===== src/rtl/mux2_rr_arbiter.sv =====
// Two-requester round-robin arbiter driving a 2:1 packet mux.
// The grant is held from first beat to the accepted 'last' beat.
// A grant is revoked only if the owner holds valid low for IDLE_TO cycles.
module mux2_rr_arbiter #(
  parameter int unsigned DW      = 8,
  parameter int unsigned IDLE_TO = 15
) (
  input  logic          clk,
  input  logic          rst_n,
  input  logic          a0_valid,
  input  logic [DW-1:0] a0_data,
  input  logic          a0_last,
  output logic          a0_ready,
  input  logic          a1_valid,
  input  logic [DW-1:0] a1_data,
  input  logic          a1_last,
  output logic          a1_ready,
  output logic          y_valid,
  output logic [DW-1:0] y_data,
  output logic          y_last,
  input  logic          y_ready,
  output logic          s,
  output logic          busy
);

  localparam int unsigned CW = $clog2(IDLE_TO + 1);
  localparam logic [CW-1:0] IDLE_TO_C = CW'(IDLE_TO);

  typedef enum logic [1:0] {
    IDLE   = 2'd0,
    GRANT0 = 2'd1,
    GRANT1 = 2'd2
  } state_t;

  state_t        state_q, state_d;
  logic          s_q, s_d;
  logic          prio_q, prio_d;
  logic [CW-1:0] cnt_q, cnt_d;
  logic [CW-1:0] cnt_inc;
  logic          own_valid;
  logic          own_last;

  // State, select, priority and idle-counter registers.
  always_ff @(posedge clk or negedge rst_n) begin
    if (!rst_n) begin
      state_q <= IDLE;
      s_q     <= 1'b0;
      prio_q  <= 1'b0;
      cnt_q   <= '0;
    end else begin
      state_q <= state_d;
      s_q     <= s_d;
      prio_q  <= prio_d;
      cnt_q   <= cnt_d;
    end
  end

  // Datapath mux and handshake outputs; only the owner sees y_ready.
  always_comb begin
    s        = s_q;
    busy     = (state_q != IDLE);
    y_data   = s_q ? a1_data : a0_data;
    y_last   = s_q ? a1_last : a0_last;
    y_valid  = 1'b0;
    a0_ready = 1'b0;
    a1_ready = 1'b0;
    unique case (state_q)
      GRANT0: begin
        y_valid  = a0_valid;
        a0_ready = y_ready;
      end
      GRANT1: begin
        y_valid  = a1_valid;
        a1_ready = y_ready;
      end
      default: ;
    endcase
  end

  // Arbitration, packet lock and idle revocation.
  always_comb begin
    state_d   = state_q;
    s_d       = s_q;
    prio_d    = prio_q;
    cnt_d     = cnt_q;
    cnt_inc   = cnt_q + CW'(1);
    // s_q identifies the owner while granted, so both grant states share one path.
    own_valid = s_q ? a1_valid : a0_valid;
    own_last  = s_q ? a1_last  : a0_last;
    unique case (state_q)
      IDLE: begin
        cnt_d = '0;
        if (a0_valid && (!a1_valid || !prio_q)) begin
          state_d = GRANT0;
          s_d     = 1'b0;
        end else if (a1_valid) begin
          state_d = GRANT1;
          s_d     = 1'b1;
        end
      end
      GRANT0, GRANT1: begin
        if (own_valid) begin
          cnt_d = '0;
          if (y_ready && own_last) begin
            state_d = IDLE;
            prio_d  = ~s_q;
          end
        end else if (cnt_inc == IDLE_TO_C) begin
          state_d = IDLE;
          prio_d  = ~s_q;
          cnt_d   = '0;
        end else begin
          cnt_d = cnt_inc;
        end
      end
      default: begin
        state_d = IDLE;
        cnt_d   = '0;
      end
    endcase
  end

endmodule


===== config.mk =====
export PLATFORM = sky130hd
export DESIGN_NAME = mux2_rr_arbiter
export DESIGN_NICKNAME = d
export VERILOG_FILES = /design/src/rtl/mux2_rr_arbiter.sv
export SDC_FILE = /design/constraint.sdc
export NUM_CORES = 1
export LEC_CHECK = 0
export CAP_MARGIN = 20
export CELL_PAD_IN_SITES_DETAIL_PLACEMENT = 0
export CELL_PAD_IN_SITES_GLOBAL_PLACEMENT = 1
export CORE_UTILIZATION = 26
export CTS_BUF_LIST = sky130_fd_sc_hd__clkbuf_8 sky130_fd_sc_hd__clkbuf_16
export DETAILED_ROUTE_END_ITERATION = 16
export GPL_TIMING_DRIVEN = 1
export PLACE_DENSITY_LB_ADDON = 0.15
export SLEW_MARGIN = 15
export SYNTH_ARGS = -nofsm -noshare
export SYNTH_HDL_FRONTEND = slang
export SYNTH_SLANG_ARGS = --single-unit
export TNS_END_PERCENT = 1

===== constraint.sdc =====
create_clock -name clk -period 1.75 [get_ports clk]
set_input_delay 0.175 -clock clk [delete_from_list [all_inputs] [get_ports clk]]
set_output_delay 0.175 -clock clk [all_outputs]
set_load 0.01 [all_outputs]

Yosys cells after proc, flatten, opt, wreduce, memory -nomap -nowiden
Cells that the tools add are included.

word-level totals
  ROM bits = 0
  memory bits (writable) = 0
  output and inout port bits = 14
  logic and storage cells = 46
  bits in latches = 0
  memories = 0
  flip-flop bits (word level) = 8

cells by class
  multiplexer cells = 20
  $mul = 0
  reduce and logical (&&, ||, !) cells = 13
  div/mod/pow operators = 0
  shift operators = 0
  bitwise logic cells = 1
  $add $sub $neg = 1
  equal/unequal tests = 7
  magnitude comparators = 0

operators by type and width
  kind                 number
  $mux 4               3
  $mux 2               5
  $mux 1               9
  $ne 3x3->1 const B   3
  $mux 8               1
  $reduce_and 3->1     2
  $reduce_bool 2->1    3
  $add 4x1->4 const B  1
  $eq 4x4->1 const B   1
  $pmux 2 s2           1
  $eq 2x1->1 const B   1
  $eq 2x2->1 const B   1
  $logic_and 1x1->1    2
  $logic_not 1->1      2
  $logic_not 2->1      1
  $ne 2x1->1 const B   1
  $pmux 1 s2           1
  $reduce_and 2->1     1
  $reduce_or 2->1      1
  $logic_or 1x1->1     1
  $not 1->1            1

Logic depth before layout (Yosys ltp)
Gate-level depths: netlist (run 1).

  depth in word-level cells = 5
  depth in mapped cells = 7
  depth with buffers taken out = 7

Least setup slack after synthesis (run 1)
No wires, ideal clock.

  path type = reg2reg
  start = register cnt_q[0]
  end = register state_q[0]
  period minus slack after synthesis = 1.427 ns
  path slack = 0.323 ns
  stages on the path, launching flop included = 7
  required time = 1.625 ns
  arrival = 1.302 ns
  cells stage by stage = dfrtp_1 -> ha_1 -> nor2b_1 -> o2111ai_1 -> and3b_1 -> a22oi_1 -> a21oi_1

between the ends
  cells in the longest elaborated chain, start to end = 4

ends and longest elaborated chain
  element                            RTL line  source
  from (decl)                        38        logic [CW-1:0] cnt_q, cnt_d;
  from (signal assigned)             54        cnt_q <= cnt_d;
  $add 4x1->4                        86        cnt_inc = cnt_q + CW'(1);
  $eq 4x4->1                         108       end else if (cnt_inc == IDLE_TO_C) begin
  $ne 3x3->1 (no source line)        n/a
  $reduce_and 3->1 (no source line)  n/a
  to (signal assigned)               51        state_q <= state_d;
  to (decl)                          35        state_t state_q, state_d;

Every way passes these cells.
A chain may end at the register's enable or synchronous reset.

Worst setup path in the final report (run 1)
  start = register state_q[1]
  end = output port y_valid

between the ends
  cells in the longest elaborated chain, start to end = 2

ends and longest elaborated chain
  element                                          RTL line  source
  $eq 2x2->1 / $eq 2x1->1 (equally long branches)  67        unique case (state_q)
  $pmux 1 s2 *                                     67
  to (decl)                                        18        output logic y_valid,

Mark *: on every way between the ends. The rest lies on a longest branch, timed or not.

==> report_table.html, run 1 <==
<table>
<tr><th>Metric</th><th>Value</th></tr>
<tr><th colspan="2">Setup path</th></tr>
<tr><td>Required time of the critical path</td><td>1570 ps</td></tr>
<tr><td>RR Startpoint</td><td>cnt_q[0]</td></tr>
<tr><td>Kind of critical path</td><td>reg2out</td></tr>
<tr><td>Worst Path Arrival</td><td>around 1400 ps</td></tr>
<tr><td>Crit. Startpoint</td><td>state_q[1]</td></tr>
<tr><td>Worst Setup End Kind</td><td>primary output</td></tr>
<tr><td>Worst setup SP type</td><td>flip-flop</td></tr>
<tr><td>Largest fanout on the critical path</td><td>3</td></tr>
<tr><th colspan="2">Detailed routing</th></tr>
<tr><td>Drt drc</td><td>0</td></tr>
<tr><td>Post-DR vias/cell</td><td>4.695</td></tr>
<tr><td>Number of nets with antenna violations after detailed routing</td><td>0</td></tr>
<tr><td>Routed wire length</td><td>approximately 1600 um</td></tr>
<tr><td>Drt wl/cell</td><td>11.68 um</td></tr>
<tr><td>Routed vias</td><td>662</td></tr>
<tr><td>Iteration-0 DRC count of the detailed router</td><td>4</td></tr>
<tr><td>Total iterations of the first detailed-routing run</td><td>3</td></tr>
<tr><th colspan="2">Placement</th></tr>
<tr><td>Worst-case setup slack after placement</td><td>41.59 ps</td></tr>
<tr><td>Number of port buffers</td><td>36</td></tr>
<tr><td>Number of placed cells counting well taps</td><td>~140</td></tr>
<tr><td>Detailed Place HPWL</td><td>1391 um</td></tr>
<tr><td>Area after detailed placement</td><td>1060 um2</td></tr>
<tr><td>Routability-driven placement congestion ratio</td><td>0.8361</td></tr>
<tr><th colspan="2">Clock tree</th></tr>
<tr><td># hold bufs at CTS</td><td>0</td></tr>
<tr><td>Clock network latency to the later pin of the worst-skew pair</td><td>220 ps</td></tr>
<tr><td>CTS tree</td><td>yes</td></tr>
<tr><td>Clock input transition at the sequential cells of the worst setup and hold paths</td><td>40 ps</td></tr>
<tr><td>Max Buffers Root-to-Sink</td><td>2</td></tr>
<tr><td>Max H-tree Level</td><td>1</td></tr>
<tr><td>Root buf cell</td><td>sky130_fd_sc_hd__clkbuf_8</td></tr>
<tr><td>Number of buffers created by CTS</td><td>3</td></tr>
<tr><td>Sinks on Clock Net</td><td>8</td></tr>
<tr><th colspan="2">STA</th></tr>
<tr><td>Hold Vio Cnt, Final</td><td>0</td></tr>
<tr><td>Number of pins exceeding their max-slew limit in the final report</td><td>0</td></tr>
<tr><td>Slew at the pin closest to its max-slew limit</td><td>between 300 and 400 ps</td></tr>
<tr><td>Final period utilization</td><td>about nine tenths</td></tr>
<tr><td>Final worst-path setup slack</td><td>183.6 ps</td></tr>
<tr><td>Unrepaired setup endpoints after global routing</td><td>no</td></tr>
<tr><td>Fmax</td><td>638.4 MHz</td></tr>
<tr><td>Final setup vio count</td><td>0</td></tr>
<tr><td>Post-route minimum period</td><td>1566 ps</td></tr>
<tr><td>Clock tree skew after final layout</td><td>approximately 1.1 ps</td></tr>
<tr><td>Relative slew margins</td><td>roughly three quarters</td></tr>
<tr><th colspan="2">Finish</th></tr>
<tr><td>Final standard cell utilization of the core</td><td>49.45%</td></tr>
<tr><td>Ratio of cells with drive above 1 in the final layout</td><td>15.04%</td></tr>
<tr><td>Count of inserted antenna diode cells</td><td>0</td></tr>
<tr><td>Number of non-filler instances in the completed layout</td><td>141</td></tr>
<tr><td>Final Instance Area</td><td>roughly 1100 um2</td></tr>
<tr><td>P&amp;R area growth vs syn</td><td>74.36%</td></tr>
<tr><td># nets final</td><td>~140</td></tr>
<tr><th colspan="2">Yosys</th></tr>
<tr><td>Net Count, Synth</td><td>between 90 and 100</td></tr>
<tr><td>Synthesized instance count</td><td>70</td></tr>
<tr><td>Main area contributors after synthesis</td><td>sky130_fd_sc_hd__dfrtp_1 31%, sky130_fd_sc_hd__mux2_2 16%, sky130_fd_sc_hd__ha_1 9.8%</td></tr>
<tr><td>Count of flip-flops with a built-in enable after synthesis</td><td>0</td></tr>
<tr><td>Number of distinct library cells after synthesis</td><td>24</td></tr>
<tr><td>Proportion of netlist area held by the largest area contributor</td><td>31.31%</td></tr>
<tr><td>Leading register cell type out of synthesis</td><td>sky130_fd_sc_hd__dfrtp_1</td></tr>
<tr><td>Dominant cell type by area after synthesis</td><td>sky130_fd_sc_hd__dfrtp_1</td></tr>
<tr><td>Synth async-reset ratio</td><td>between 90% and 100%</td></tr>
<tr><td>Total standard cell area after synthesis</td><td>roughly 640 um2</td></tr>
<tr><td>Yosys warns</td><td>0</td></tr>
<tr><td>Flip-flop and latch count after synthesis</td><td>8</td></tr>
<tr><td>Post-synthesis sequential area ratio</td><td>31.31%</td></tr>
<tr><td>Average instance area after synthesis</td><td>slightly above 9 um2</td></tr>
<tr><th colspan="2">GRT</th></tr>
<tr><td>Initial antenna violation count</td><td>0</td></tr>
<tr><td>Pin count of the biggest net entering global routing</td><td>11</td></tr>
<tr><td>Total gr overflow</td><td>0</td></tr>
<tr><td>Via count of the first global-routing pass</td><td>599</td></tr>
<tr><td>Global-route wire length before repair</td><td>2628 um</td></tr>
<tr><td>Total Routing Usage GR</td><td>13.32%</td></tr>
<tr><th colspan="2">Floorplanning</th></tr>
<tr><td>Die Ht</td><td>51.59 um</td></tr>
<tr><td>Standard-cell row count</td><td>17</td></tr>
<tr><td>Chip width</td><td>51.59 um</td></tr>
<tr><td>Starting density of the core</td><td>28.36%</td></tr>
<tr><td>Die area</td><td>2662 um2</td></tr>
<tr><td>I/O pin cnt</td><td>37</td></tr>
<tr><td>Placeable core area</td><td>between 2000 and 2500 um2</td></tr>
<tr><th colspan="2">Run status</th></tr>
<tr><td>Status</td><td>completed</td></tr>
<tr><th colspan="2">Power</th></tr>
<tr><td>VDD IR-drop max</td><td>0.7445 mV</td></tr>
<tr><td>Leak</td><td>0.0005643 uW</td></tr>
<tr><td>Pwr Total</td><td>1337 uW</td></tr>
<tr><td>Power density relative to cell area</td><td>1199 nW/um2</td></tr>
<tr><th colspan="2">Hold path</th></tr>
<tr><td>Kind of path behind the tightest hold check</td><td>in2async</td></tr>
<tr><th colspan="2">Flow run</th></tr>
<tr><td>Reported max-cap violation count</td><td>0</td></tr>
</table>
-- per-layer routing --
metal	share of wire, %	GRT usage [%]	wire length (um)	up-vias
li1	-	-	-	336
met1	44	16.76	729	310
met2	50	21.00	822	14
met3	5.0	5.848	83	2
met4	0.67	2.703	11	0
met5	0	0	0	-
-- flip-flops by register name (all words and copies together), names as in the netlist --
| signal | cells |
|---|---|
| prio_q | 1 |
| cnt_q | 4 |
| s | 1 |
| state_q | 2 |
-- path summary, 6_finish.rpt --
path                              endpoint  depth (start not counted)  slack [ps]
worst max-delay path               y_valid                          5         180
min in group clk                  cnt_q[0]                          1         530
worst max register to register  state_q[0]                          6         200
worst min register to register    cnt_q[0]                          1         530
worst min-delay path            state_q[1]                          1         240
max in group asynchronous           prio_q                          1        1240
-- metrics by stage --
| stage | setup TNS, ps | hold WS (ps) |
|---|---|---|
| floorplan | 0 | -120.6 |
| global placement | 0 | 483.7 |
| detailed placement | 0 | 484.7 |
| CTS | -13.95 | 244.8 |
| global route | 0 | 261.7 |
| finish | 0 | 236.1 |
-- where the power goes --
part	total (uW)	leakage [uW]	internal, uW	switching (uW)
clock network	219	0.0000216	149	69.9
logic	827	0.000439	464	363
registers	291	0.000103	244	46.9
total	1340	0.000564	857	480
-- cell usage in the layout, fill, tap and decap left out, types with 2 or more instances in the layout --
cell type / n
sky130_fd_sc_hd__nor2b_1: 2
sky130_fd_sc_hd__nand3_1: 2
sky130_fd_sc_hd__nand2_1: 5
sky130_fd_sc_hd__nand4_1: 2
sky130_fd_sc_hd__inv_1: 7
sky130_fd_sc_hd__ha_1: 5
sky130_fd_sc_hd__and2_1: 2
sky130_fd_sc_hd__clkdlybuf4s50_1: 23
sky130_fd_sc_hd__a21o_1: 2
sky130_fd_sc_hd__and3b_1: 2
sky130_fd_sc_hd__buf_4: 4
sky130_fd_sc_hd__a22oi_1: 2
sky130_fd_sc_hd__dfrtp_1: 8
sky130_fd_sc_hd__o21ai_0: 5
sky130_fd_sc_hd__mux2_2: 9
sky130_fd_sc_hd__dlygate4sd2_1: 8
sky130_fd_sc_hd__nor2_1: 6
sky130_fd_sc_hd__dlymetal6s2s_1: 5
sky130_fd_sc_hd__mux2i_1: 2
sky130_fd_sc_hd__clkbuf_8: 3
-- kinds of logic after synthesis --
family          synth area share (%)
flops                          31.31
mux                            18.98
fa+ha+maj                      9.785
xor+xnor                       2.740
buf+inv                        4.892
compound gates                 14.48
simple gates                   17.81
-- layout make-up --
type | instances | area [um2]
Fill cell | 239 | 1140
Inverter | 7 | 26.28
Clock buffer | 3 | 41.29
Multi-Input combinational cell | 54 | 407.9
Tap cell | 28 | 35.03
Sequential cell | 8 | 200.2
Timing Repair Buffer | 41 | 404.1
-- synthesized netlist by cell type, drive strengths merged, types with 2 or more instances --
cell,number
mux2,9
dfrtp,8
inv,7
nor2,6
ha,5
nand2,5
o21ai,5
a21o,2
a22oi,2
and2,2
and3b,2
mux2i,2
nand3,2
nand4,2
nor2b,2
-- critical path, cell delays in order (launching register included) --
cell                            delay [ps]
sky130_fd_sc_hd__dfrtp_1               370
sky130_fd_sc_hd__inv_1                  90
sky130_fd_sc_hd__ha_1                  290
sky130_fd_sc_hd__inv_1                  50
sky130_fd_sc_hd__nor2_1                100
sky130_fd_sc_hd__dlygate4sd2_1         270
-- what timing repair did --
action	in CTS	in global routing
resized for setup	9	5
buffers inserted	0	1
pin swaps	0	0
endpoints found under the setup margin	8	5
Note: power is estimated with default switching activity, not from simulation.
==> run 2, diff against run 1 <==
Settings changed: HOLD_SLACK_MARGIN from default to 0.1, PLACE_DENSITY_LB_ADDON 0.15 to 0.1.
==> report_table.html, run 2 (synthesis gave the netlist of run 1 again) <==
<table>
<tr><th>Metric</th><th>Value</th></tr>
<tr><th colspan="2">Setup path</th></tr>
<tr><td>Slowest cell on crit path</td><td>sky130_fd_sc_hd__clkdlybuf4s50_1</td></tr>
<tr><td>Worst setup SP type</td><td>flip-flop</td></tr>
<tr><td>Worst setup path endpoint</td><td>y_data[2]</td></tr>
<tr><td>Required time of the critical path</td><td>1570 ps (about the same)</td></tr>
<tr><td>Worst Path Arrival</td><td>1540 ps (+150 ps)</td></tr>
<tr><td>Flop2flop setup slack</td><td>190 ps (about the same)</td></tr>
<tr><td>Crit. Startpoint</td><td>s</td></tr>
<tr><td>Worst Setup End Kind</td><td>primary output</td></tr>
<tr><td>Kind of critical path</td><td>reg2out</td></tr>
<tr><td>Maximum cell stage delay along the critical path</td><td>500 ps (+130 ps)</td></tr>
<tr><td>Largest fanout on the critical path</td><td>3 (unchanged)</td></tr>
<tr><td>RR Startpoint</td><td>cnt_q[0]</td></tr>
<tr><td>Worst-case reg-to-reg path depth</td><td>7 (+1)</td></tr>
<tr><td>Series of cell instances along the critical path</td><td>buf_4 -&gt; mux2_2 -&gt; clkdlybuf4s50_1</td></tr>
<tr><td>Endpoint of the worst register-to-register path</td><td>state_q[1]</td></tr>
<tr><th colspan="2">Clock tree</th></tr>
<tr><td>Clock network latency to the later pin of the worst-skew pair</td><td>220 ps (about the same)</td></tr>
<tr><td>Max H-tree Level</td><td>1 (unchanged)</td></tr>
<tr><td>Number of buffers created by CTS</td><td>3 (unchanged)</td></tr>
<tr><td>CTS-repair resized insts</td><td>5 (-4)</td></tr>
<tr><td>Clock input transition at the sequential cells of the worst setup and hold paths</td><td>40 ps (about the same)</td></tr>
<tr><td>Post-CTS setup buffer count</td><td>0 (unchanged)</td></tr>
<tr><td>Max Buffers Root-to-Sink</td><td>2 (unchanged)</td></tr>
<tr><td>CTS tree</td><td>yes</td></tr>
<tr><td>Root buf cell</td><td>sky130_fd_sc_hd__clkbuf_8</td></tr>
<tr><td># hold bufs at CTS</td><td>0 (unchanged)</td></tr>
<tr><td>Sinks on Clock Net</td><td>8 (unchanged)</td></tr>
<tr><th colspan="2">STA</th></tr>
<tr><td>Final setup vio count</td><td>0 (unchanged)</td></tr>
<tr><td>Relative slew margins</td><td>75.63% (+0.84 points)</td></tr>
<tr><td>Post-route minimum period</td><td>1713 ps (+146.2 ps)</td></tr>
<tr><td>Slew at the pin closest to its max-slew limit</td><td>364.4 ps (-12.53 ps)</td></tr>
<tr><td>Clock tree skew after final layout</td><td>4.773 ps (+3.688 ps)</td></tr>
<tr><td>Fmax</td><td>583.9 MHz (-8.5%)</td></tr>
<tr><td>Final period utilization</td><td>97.86% (+8.4 points)</td></tr>
<tr><td>Hold Vio Cnt, Final</td><td>0 (unchanged)</td></tr>
<tr><td>Hold slack</td><td>231.3 ps (-4.817 ps)</td></tr>
<tr><td>Number of pins exceeding their max-slew limit in the final report</td><td>0 (unchanged)</td></tr>
<tr><th colspan="2">Finish</th></tr>
<tr><td>Commonest cells after routing, fill and taps aside</td><td>24 x sky130_fd_sc_hd__clkdlybuf4s50_1, 10 x sky130_fd_sc_hd__dlymetal6s2s_1, 9 x sky130_fd_sc_hd__mux2_2</td></tr>
<tr><td>Max reg flops</td><td>4 (unchanged)</td></tr>
<tr><td># nets final</td><td>142 (-0.70%)</td></tr>
<tr><td>Reg with most FFs</td><td>cnt_q</td></tr>
<tr><td>Ratio of cells with drive above 1 in the final layout</td><td>16.96% (+1.9 points)</td></tr>
<tr><td>Most common cell after layout, fill and taps aside</td><td>sky130_fd_sc_hd__clkdlybuf4s50_1</td></tr>
<tr><td>Final standard cell utilization of the core</td><td>50.22% (+0.78 points)</td></tr>
<tr><td>Top Registers</td><td>cnt_q x4, state_q x2</td></tr>
<tr><td>P&amp;R area growth vs syn</td><td>77.10%</td></tr>
<tr><td>Count of inserted antenna diode cells</td><td>0 (unchanged)</td></tr>
<tr><th colspan="2">Floorplanning</th></tr>
<tr><td>I/O pin cnt</td><td>37 (unchanged)</td></tr>
<tr><td>Die Ht</td><td>51.59 um (unchanged)</td></tr>
<tr><td>Chip width</td><td>51.59 um (unchanged)</td></tr>
<tr><td>Placeable core area</td><td>2255 um2 (unchanged)</td></tr>
<tr><td>Starting density of the core</td><td>28.36% (unchanged)</td></tr>
<tr><td>Standard-cell row count</td><td>17 (unchanged)</td></tr>
<tr><td>Die area</td><td>2662 um2 (unchanged)</td></tr>
<tr><th colspan="2">Run status</th></tr>
<tr><td>Status</td><td>completed</td></tr>
<tr><th colspan="2">Power</th></tr>
<tr><td>Power density relative to cell area</td><td>1174 nW/um2 (-2.1%)</td></tr>
<tr><td>VDD IR-drop max</td><td>0.5539 mV (-26%)</td></tr>
<tr><td>Leak</td><td>0.0005889 uW (+4.4%)</td></tr>
<tr><th colspan="2">GRT</th></tr>
<tr><td>Total Routing Usage GR</td><td>13.78% (+0.46 points)</td></tr>
<tr><td>Via count of the first global-routing pass</td><td>690 (+15%)</td></tr>
<tr><td>Total gr overflow</td><td>0 (unchanged)</td></tr>
<tr><td>Pin count of the biggest net entering global routing</td><td>13 (+2)</td></tr>
<tr><td>Initial antenna violation count</td><td>0 (unchanged)</td></tr>
<tr><td>Global-route wire length before repair</td><td>2732 um (+4.0%)</td></tr>
<tr><th colspan="2">Placement</th></tr>
<tr><td>Detailed Place HPWL</td><td>1286 um (-7.6%)</td></tr>
<tr><td>Routability-driven placement congestion ratio</td><td>0.9025 (+7.9%)</td></tr>
<tr><td>Number of port buffers</td><td>36 (unchanged)</td></tr>
<tr><th colspan="2">Detailed routing</th></tr>
<tr><td>Post-DR vias/cell</td><td>4.821 (+2.7%)</td></tr>
<tr><td>Iteration-0 DRC count of the detailed router</td><td>8 (+4)</td></tr>
<tr><td>Routed wire length</td><td>1615 um (-1.9%)</td></tr>
<tr><td>Drt drc</td><td>0 (unchanged)</td></tr>
<tr><td>Routed vias</td><td>675 (+2.0%)</td></tr>
<tr><td>Total iterations of the first detailed-routing run</td><td>4 (+1)</td></tr>
<tr><td>Number of nets with antenna violations after detailed routing</td><td>0 (unchanged)</td></tr>
<tr><td>Drt wl/cell</td><td>11.54 um (-1.2%)</td></tr>
<tr><th colspan="2">Hold path</th></tr>
<tr><td>Kind of path behind the tightest hold check</td><td>in2async</td></tr>
<tr><th colspan="2">Flow run</th></tr>
<tr><td>Reported max-cap violation count</td><td>0 (unchanged)</td></tr>
</table>
## run 2: changes by cell type in the layout (fill, tap and decap cells not counted)
| cell | before | now |
|---|---|---|
| sky130_fd_sc_hd__dlymetal6s2s_1 | 5 | 10 |
| sky130_fd_sc_hd__dlygate4sd2_1 | 8 | 2 |
| sky130_fd_sc_hd__ha_2 | 0 | 2 |
| sky130_fd_sc_hd__inv_1 | 7 | 6 |
| sky130_fd_sc_hd__ha_1 | 5 | 3 |
| sky130_fd_sc_hd__inv_2 | 0 | 1 |
| sky130_fd_sc_hd__clkdlybuf4s50_1 | 23 | 24 |
| sky130_fd_sc_hd__buf_4 | 4 | 3 |
## run 2: worst min path at each step
stage,from,endpoint,depth (start not counted)
2_1_floorplan,rst_n,cnt_q[0],0
3_3_place_gp,rst_n,s,1
3_5_place_dp,rst_n,s,1
4_1_cts,rst_n,s,1
5_1_grt,rst_n,s,1
6_report,rst_n,s,1
## run 2: stage by stage
step / total power (uW) / area (um2) / std cells / setup TNS (ps) / setup slack [ps]
after floorplan: 730.0 / 639.4 / 70 / 0 / 323.5
after global placement: 1140 / 1060 / 137 / 0 / 108.8
after detailed placement: 1138 / 1060 / 137 / 0 / 74.37
after CTS: 1369 / 1107 / 140 / -0.8956 / -0.8956
after global routing: 1440 / 1132 / 140 / -12.64 / -12.64
final: 1330 / 1132 / 140 / 0 / 37.45
## run 2: per-layer routing
metal / wire length [um] / GRT usage (%)
met4: 12 / 8.108
met2: 722 / 23.16
met5: 0 / 0
met3: 127 / 2.924
met1: 751 / 15.95
## run 2: critical path: cells and delay by family, from the launching register on
family   cells  cell delay [ps]
buf+inv      2              630
flops        1              350
mux          1              330
## run 2: layout make-up
| class | instances | area (um2) |
|---|---|---|
| clock buffers | 3 | 41.29 |
| fillers | 240 | 1122 |
| inverters | 7 | 26.28 |
| multi-input cells | 54 | 412.9 |
| flip-flops and latches | 8 | 200.2 |
| well taps | 28 | 35.03 |
| repair buffers | 40 | 416.7 |
## run 2: where the power goes
| group | total [uW] | switching [uW] | leakage, uW | internal [uW] |
|---|---|---|---|---|
| Sequential | 290 | 46.4 | 0.000103 | 244 |
| Clock | 214 | 66.1 | 0.0000216 | 148 |
| Combinational | 825 | 367 | 0.000464 | 458 |
==> run 3, diff against run 2 <==
Settings changed: CORE_ASPECT_RATIO from default to 0.75, MAX_ROUTING_LAYER from default to met4.
==> report_table.html, run 3 (synthesis gave the netlist of run 1 again) <==
<table>
<tr><th>Metric</th><th>Value</th></tr>
<tr><th colspan="2">Power</th></tr>
<tr><td>Leak</td><td>0.0005413 uW (-8.1%)</td></tr>
<tr><td>Net Sw Frac</td><td>35.93% (-0.096 points)</td></tr>
<tr><td>Power density relative to cell area</td><td>1177 nW/um2 (+0.19%)</td></tr>
<tr><td>VDD IR-drop max</td><td>0.4655 mV (-16%)</td></tr>
<tr><td>Sequential fraction of design power</td><td>23.0% (+1.2 points)</td></tr>
<tr><td>Logic gate share of total power</td><td>60.4% (-1.6 points)</td></tr>
<tr><td>Int Pwr</td><td>838.5 uW (-1.4%)</td></tr>
<tr><td>Reported net switching power</td><td>470.3 uW (-1.8%)</td></tr>
<tr><td>Part of the total power dissipated in the clock network</td><td>16.5% (+0.4 points)</td></tr>
<tr><th colspan="2">Setup path</th></tr>
<tr><td>Worst setup SP type</td><td>flip-flop</td></tr>
<tr><td>Worst Setup End Kind</td><td>primary output</td></tr>
<tr><td>Slowest cell on crit path</td><td>sky130_fd_sc_hd__dfrtp_1</td></tr>
<tr><td>Endpoint of the worst register-to-register path</td><td>state_q[0]</td></tr>
<tr><td>Worst-case reg-to-reg path depth</td><td>6 (-1)</td></tr>
<tr><td>Largest fanout on the critical path</td><td>5 (+2)</td></tr>
<tr><td>Required time of the critical path</td><td>1570 ps (about the same)</td></tr>
<tr><td>Kind of critical path</td><td>reg2out</td></tr>
<tr><td>Flop2flop setup slack</td><td>190 ps (about the same)</td></tr>
<tr><td>RR Startpoint</td><td>cnt_q[0]</td></tr>
<tr><td>Worst Path Arrival</td><td>1430 ps (-110 ps)</td></tr>
<tr><td>Maximum cell stage delay along the critical path</td><td>430 ps (-70 ps)</td></tr>
<tr><td>Series of cell instances along the critical path</td><td>buf_4 -&gt; mux2_2 -&gt; dlygate4sd2_1</td></tr>
<tr><th colspan="2">Floorplanning</th></tr>
<tr><td>Standard-cell row count</td><td>15 (-2)</td></tr>
<tr><td>Placeable core area</td><td>2308 um2 (+2.4%)</td></tr>
<tr><td>I/O pin cnt</td><td>37 (unchanged)</td></tr>
<tr><td>Die Ht</td><td>44.95 um (-13%)</td></tr>
<tr><td>Starting density of the core</td><td>27.70% (-0.66 points)</td></tr>
<tr><td>Chip width</td><td>59.26 um (+15%)</td></tr>
<tr><td>Die area</td><td>2663 um2 (about the same)</td></tr>
<tr><th colspan="2">Detailed routing</th></tr>
<tr><td>Number of nets with antenna violations after detailed routing</td><td>0 (unchanged)</td></tr>
<tr><td>Drt wl/cell</td><td>10.34 um (-10%)</td></tr>
<tr><td>Post-DR vias/cell</td><td>4.434 (-8.0%)</td></tr>
<tr><td>Total iterations of the first detailed-routing run</td><td>4 (unchanged)</td></tr>
<tr><td>Drt drc</td><td>0 (unchanged)</td></tr>
<tr><td>Routed vias</td><td>643 (-4.7%)</td></tr>
<tr><td>Routed wire length</td><td>1499 um (-7.2%)</td></tr>
<tr><td>Iteration-0 DRC count of the detailed router</td><td>17 (+9)</td></tr>
<tr><th colspan="2">Finish</th></tr>
<tr><td>P&amp;R area growth vs syn</td><td>73.97%</td></tr>
<tr><td>Ratio of cells with drive above 1 in the final layout</td><td>15.32% (-1.6 points)</td></tr>
<tr><td>Area taken by multi-input logic gates</td><td>410.4 um2 (-0.61%)</td></tr>
<tr><td>Count of inserted antenna diode cells</td><td>0 (unchanged)</td></tr>
<tr><td>Final standard cell utilization of the core</td><td>48.18% (-2.0 points)</td></tr>
<tr><td>Top Registers</td><td>cnt_q x4, state_q x2</td></tr>
<tr><td>Most common cell after layout, fill and taps aside</td><td>sky130_fd_sc_hd__clkdlybuf4s50_1</td></tr>
<tr><td>Max reg flops</td><td>4 (unchanged)</td></tr>
<tr><td># nets final</td><td>141 (-0.70%)</td></tr>
<tr><td>Area occupied by registers</td><td>201.4 um2 (+0.62%)</td></tr>
<tr><td>Reg with most FFs</td><td>cnt_q</td></tr>
<tr><td># fillers</td><td>235 (-2.1%)</td></tr>
<tr><td>Commonest cells after routing, fill and taps aside</td><td>23 x sky130_fd_sc_hd__clkdlybuf4s50_1, 10 x sky130_fd_sc_hd__dlygate4sd2_1, 9 x sky130_fd_sc_hd__mux2_2</td></tr>
<tr><th colspan="2">STA</th></tr>
<tr><td>Number of pins exceeding their max-slew limit in the final report</td><td>0 (unchanged)</td></tr>
<tr><td>Post-route minimum period</td><td>1608 ps (-104.1 ps)</td></tr>
<tr><td>Hold Vio Cnt, Final</td><td>0 (unchanged)</td></tr>
<tr><td>Final setup vio count</td><td>0 (unchanged)</td></tr>
<tr><td>Unrepaired setup endpoints after global routing</td><td>no</td></tr>
<tr><td>Relative slew margins</td><td>75.31% (-0.32 points)</td></tr>
<tr><td>Clock tree skew after final layout</td><td>3.830 ps (-0.9432 ps)</td></tr>
<tr><td>Setup TNS Final</td><td>0 ps (unchanged)</td></tr>
<tr><td>Fmax</td><td>621.7 MHz (+6.5%)</td></tr>
<tr><td>Final period utilization</td><td>91.91% (-5.9 points)</td></tr>
<tr><td>Slew at the pin closest to its max-slew limit</td><td>369.2 ps (+4.755 ps)</td></tr>
<tr><th colspan="2">GRT</th></tr>
<tr><td>Total Routing Usage GR</td><td>13.44% (-0.34 points)</td></tr>
<tr><td>Pin count of the biggest net entering global routing</td><td>10 (-3)</td></tr>
<tr><td>Via count of the first global-routing pass</td><td>597 (-13%)</td></tr>
<tr><td>Global-route wire length before repair</td><td>2518 um (-7.8%)</td></tr>
<tr><td>Initial antenna violation count</td><td>0 (unchanged)</td></tr>
<tr><td>Total gr overflow</td><td>0 (unchanged)</td></tr>
<tr><th colspan="2">Clock tree</th></tr>
<tr><td>Root buf cell</td><td>sky130_fd_sc_hd__clkbuf_8</td></tr>
<tr><td>Number of buffers created by CTS</td><td>3 (unchanged)</td></tr>
<tr><td>Clock input transition at the sequential cells of the worst setup and hold paths</td><td>40 ps (about the same)</td></tr>
<tr><td># hold bufs at CTS</td><td>0 (unchanged)</td></tr>
<tr><td>Clock network latency to the later pin of the worst-skew pair</td><td>230 ps (about the same)</td></tr>
<tr><td>Max Buffers Root-to-Sink</td><td>2 (unchanged)</td></tr>
<tr><td>Max H-tree Level</td><td>1 (unchanged)</td></tr>
<tr><td>Sinks on Clock Net</td><td>8 (unchanged)</td></tr>
<tr><td>CTS tree</td><td>yes</td></tr>
<tr><th colspan="2">Placement</th></tr>
<tr><td>Routability-driven placement congestion ratio</td><td>0.7793 (-14%)</td></tr>
<tr><td>Number of port buffers</td><td>36 (unchanged)</td></tr>
<tr><td>Detailed Place HPWL</td><td>1268 um (-1.4%)</td></tr>
<tr><th colspan="2">Run status</th></tr>
<tr><td>Status</td><td>completed</td></tr>
<tr><th colspan="2">Flow run</th></tr>
<tr><td>Reported max-cap violation count</td><td>0 (unchanged)</td></tr>
<tr><th colspan="2">Hold path</th></tr>
<tr><td>Kind of path behind the tightest hold check</td><td>in2async</td></tr>
</table>
run 3: changes by cell type in the layout (fill, tap and decap cells not counted), moves of 2 or more:
| cell | before | now |
|---|---|---|
| sky130_fd_sc_hd__dlygate4sd2_1 | 2 | 10 |
| sky130_fd_sc_hd__dlymetal6s2s_1 | 10 | 3 |
| sky130_fd_sc_hd__ha_1 | 3 | 5 |
| sky130_fd_sc_hd__ha_2 | 2 | 0 |
run 3: per-stage QoR:
step | setup slack [ps] | std cells | cell area [um2] | power [uW] | hold WS [ps]
after floorplan | 323.5 | 70 | 639.4 | 730.0 | -120.6
after CTS | 25.41 | 145 | 1101 | 1332 | 234.7
after global routing | 28.14 | 145 | 1112 | 1422 | 243.8
after detailed placement | 51.99 | 142 | 1072 | 1159 | 474.1
after global placement | 78.82 | 142 | 1072 | 1167 | 479.6
final | 141.6 | 145 | 1112 | 1309 | 229.9
run 3: final cells by class:
class	count	share of cell area [%]
sequential	8	18.11
tap	34	3.825
multi-input combinational	54	36.90
clock buffer	3	3.712
inverter	7	2.362
timing repair buffer	39	35.10
run 3: how the worst max path moves through the flow:
stage	startpoint	endpoint	slack (ps)	cells after the start
after detailed placement	a0_valid	state_q[0]	50	6
after global placement	a0_valid	y_valid	80	4
after CTS	state_q[0]	a1_ready	30	4
final	s	y_data[5]	140	3
after floorplan	cnt_q[0]	state_q[0]	320	6
after global routing	cnt_q[0]	state_q[1]	30	6
run 3: what timing repair did:
item                                    CTS  global route
resized for setup                        10             5
endpoints found under the setup margin   10             4
setup buffers                             0             0
pin swaps                                 0             0
run 3: critical path, delay by kind of cell, from the launching register on:
family,cells,cell delay [ps]
buffers and inverters,2,450
DFF,1,430
muxes,1,320
run 3: power by group through the flow:
stage / combinational [uW] / clock (uW) / sequential, uW
finish: 791 / 217 / 301
CTS: 808 / 223 / 300
floorplan: 435 / 0 / 295
global placement: 863 / 0 / 303
global route: 883 / 230 / 309
detailed placement: 857 / 0 / 302
run 3: metal layers:
metal  wire length, um  vias to the layer above  global-route usage, %
met5                 0                        -                      -
met4                 0                        0                  1.429
met3               107                        0                  6.590
met2               701                       21                  21.12
met1               690                      289                  16.08
li1                  -                      333                      -
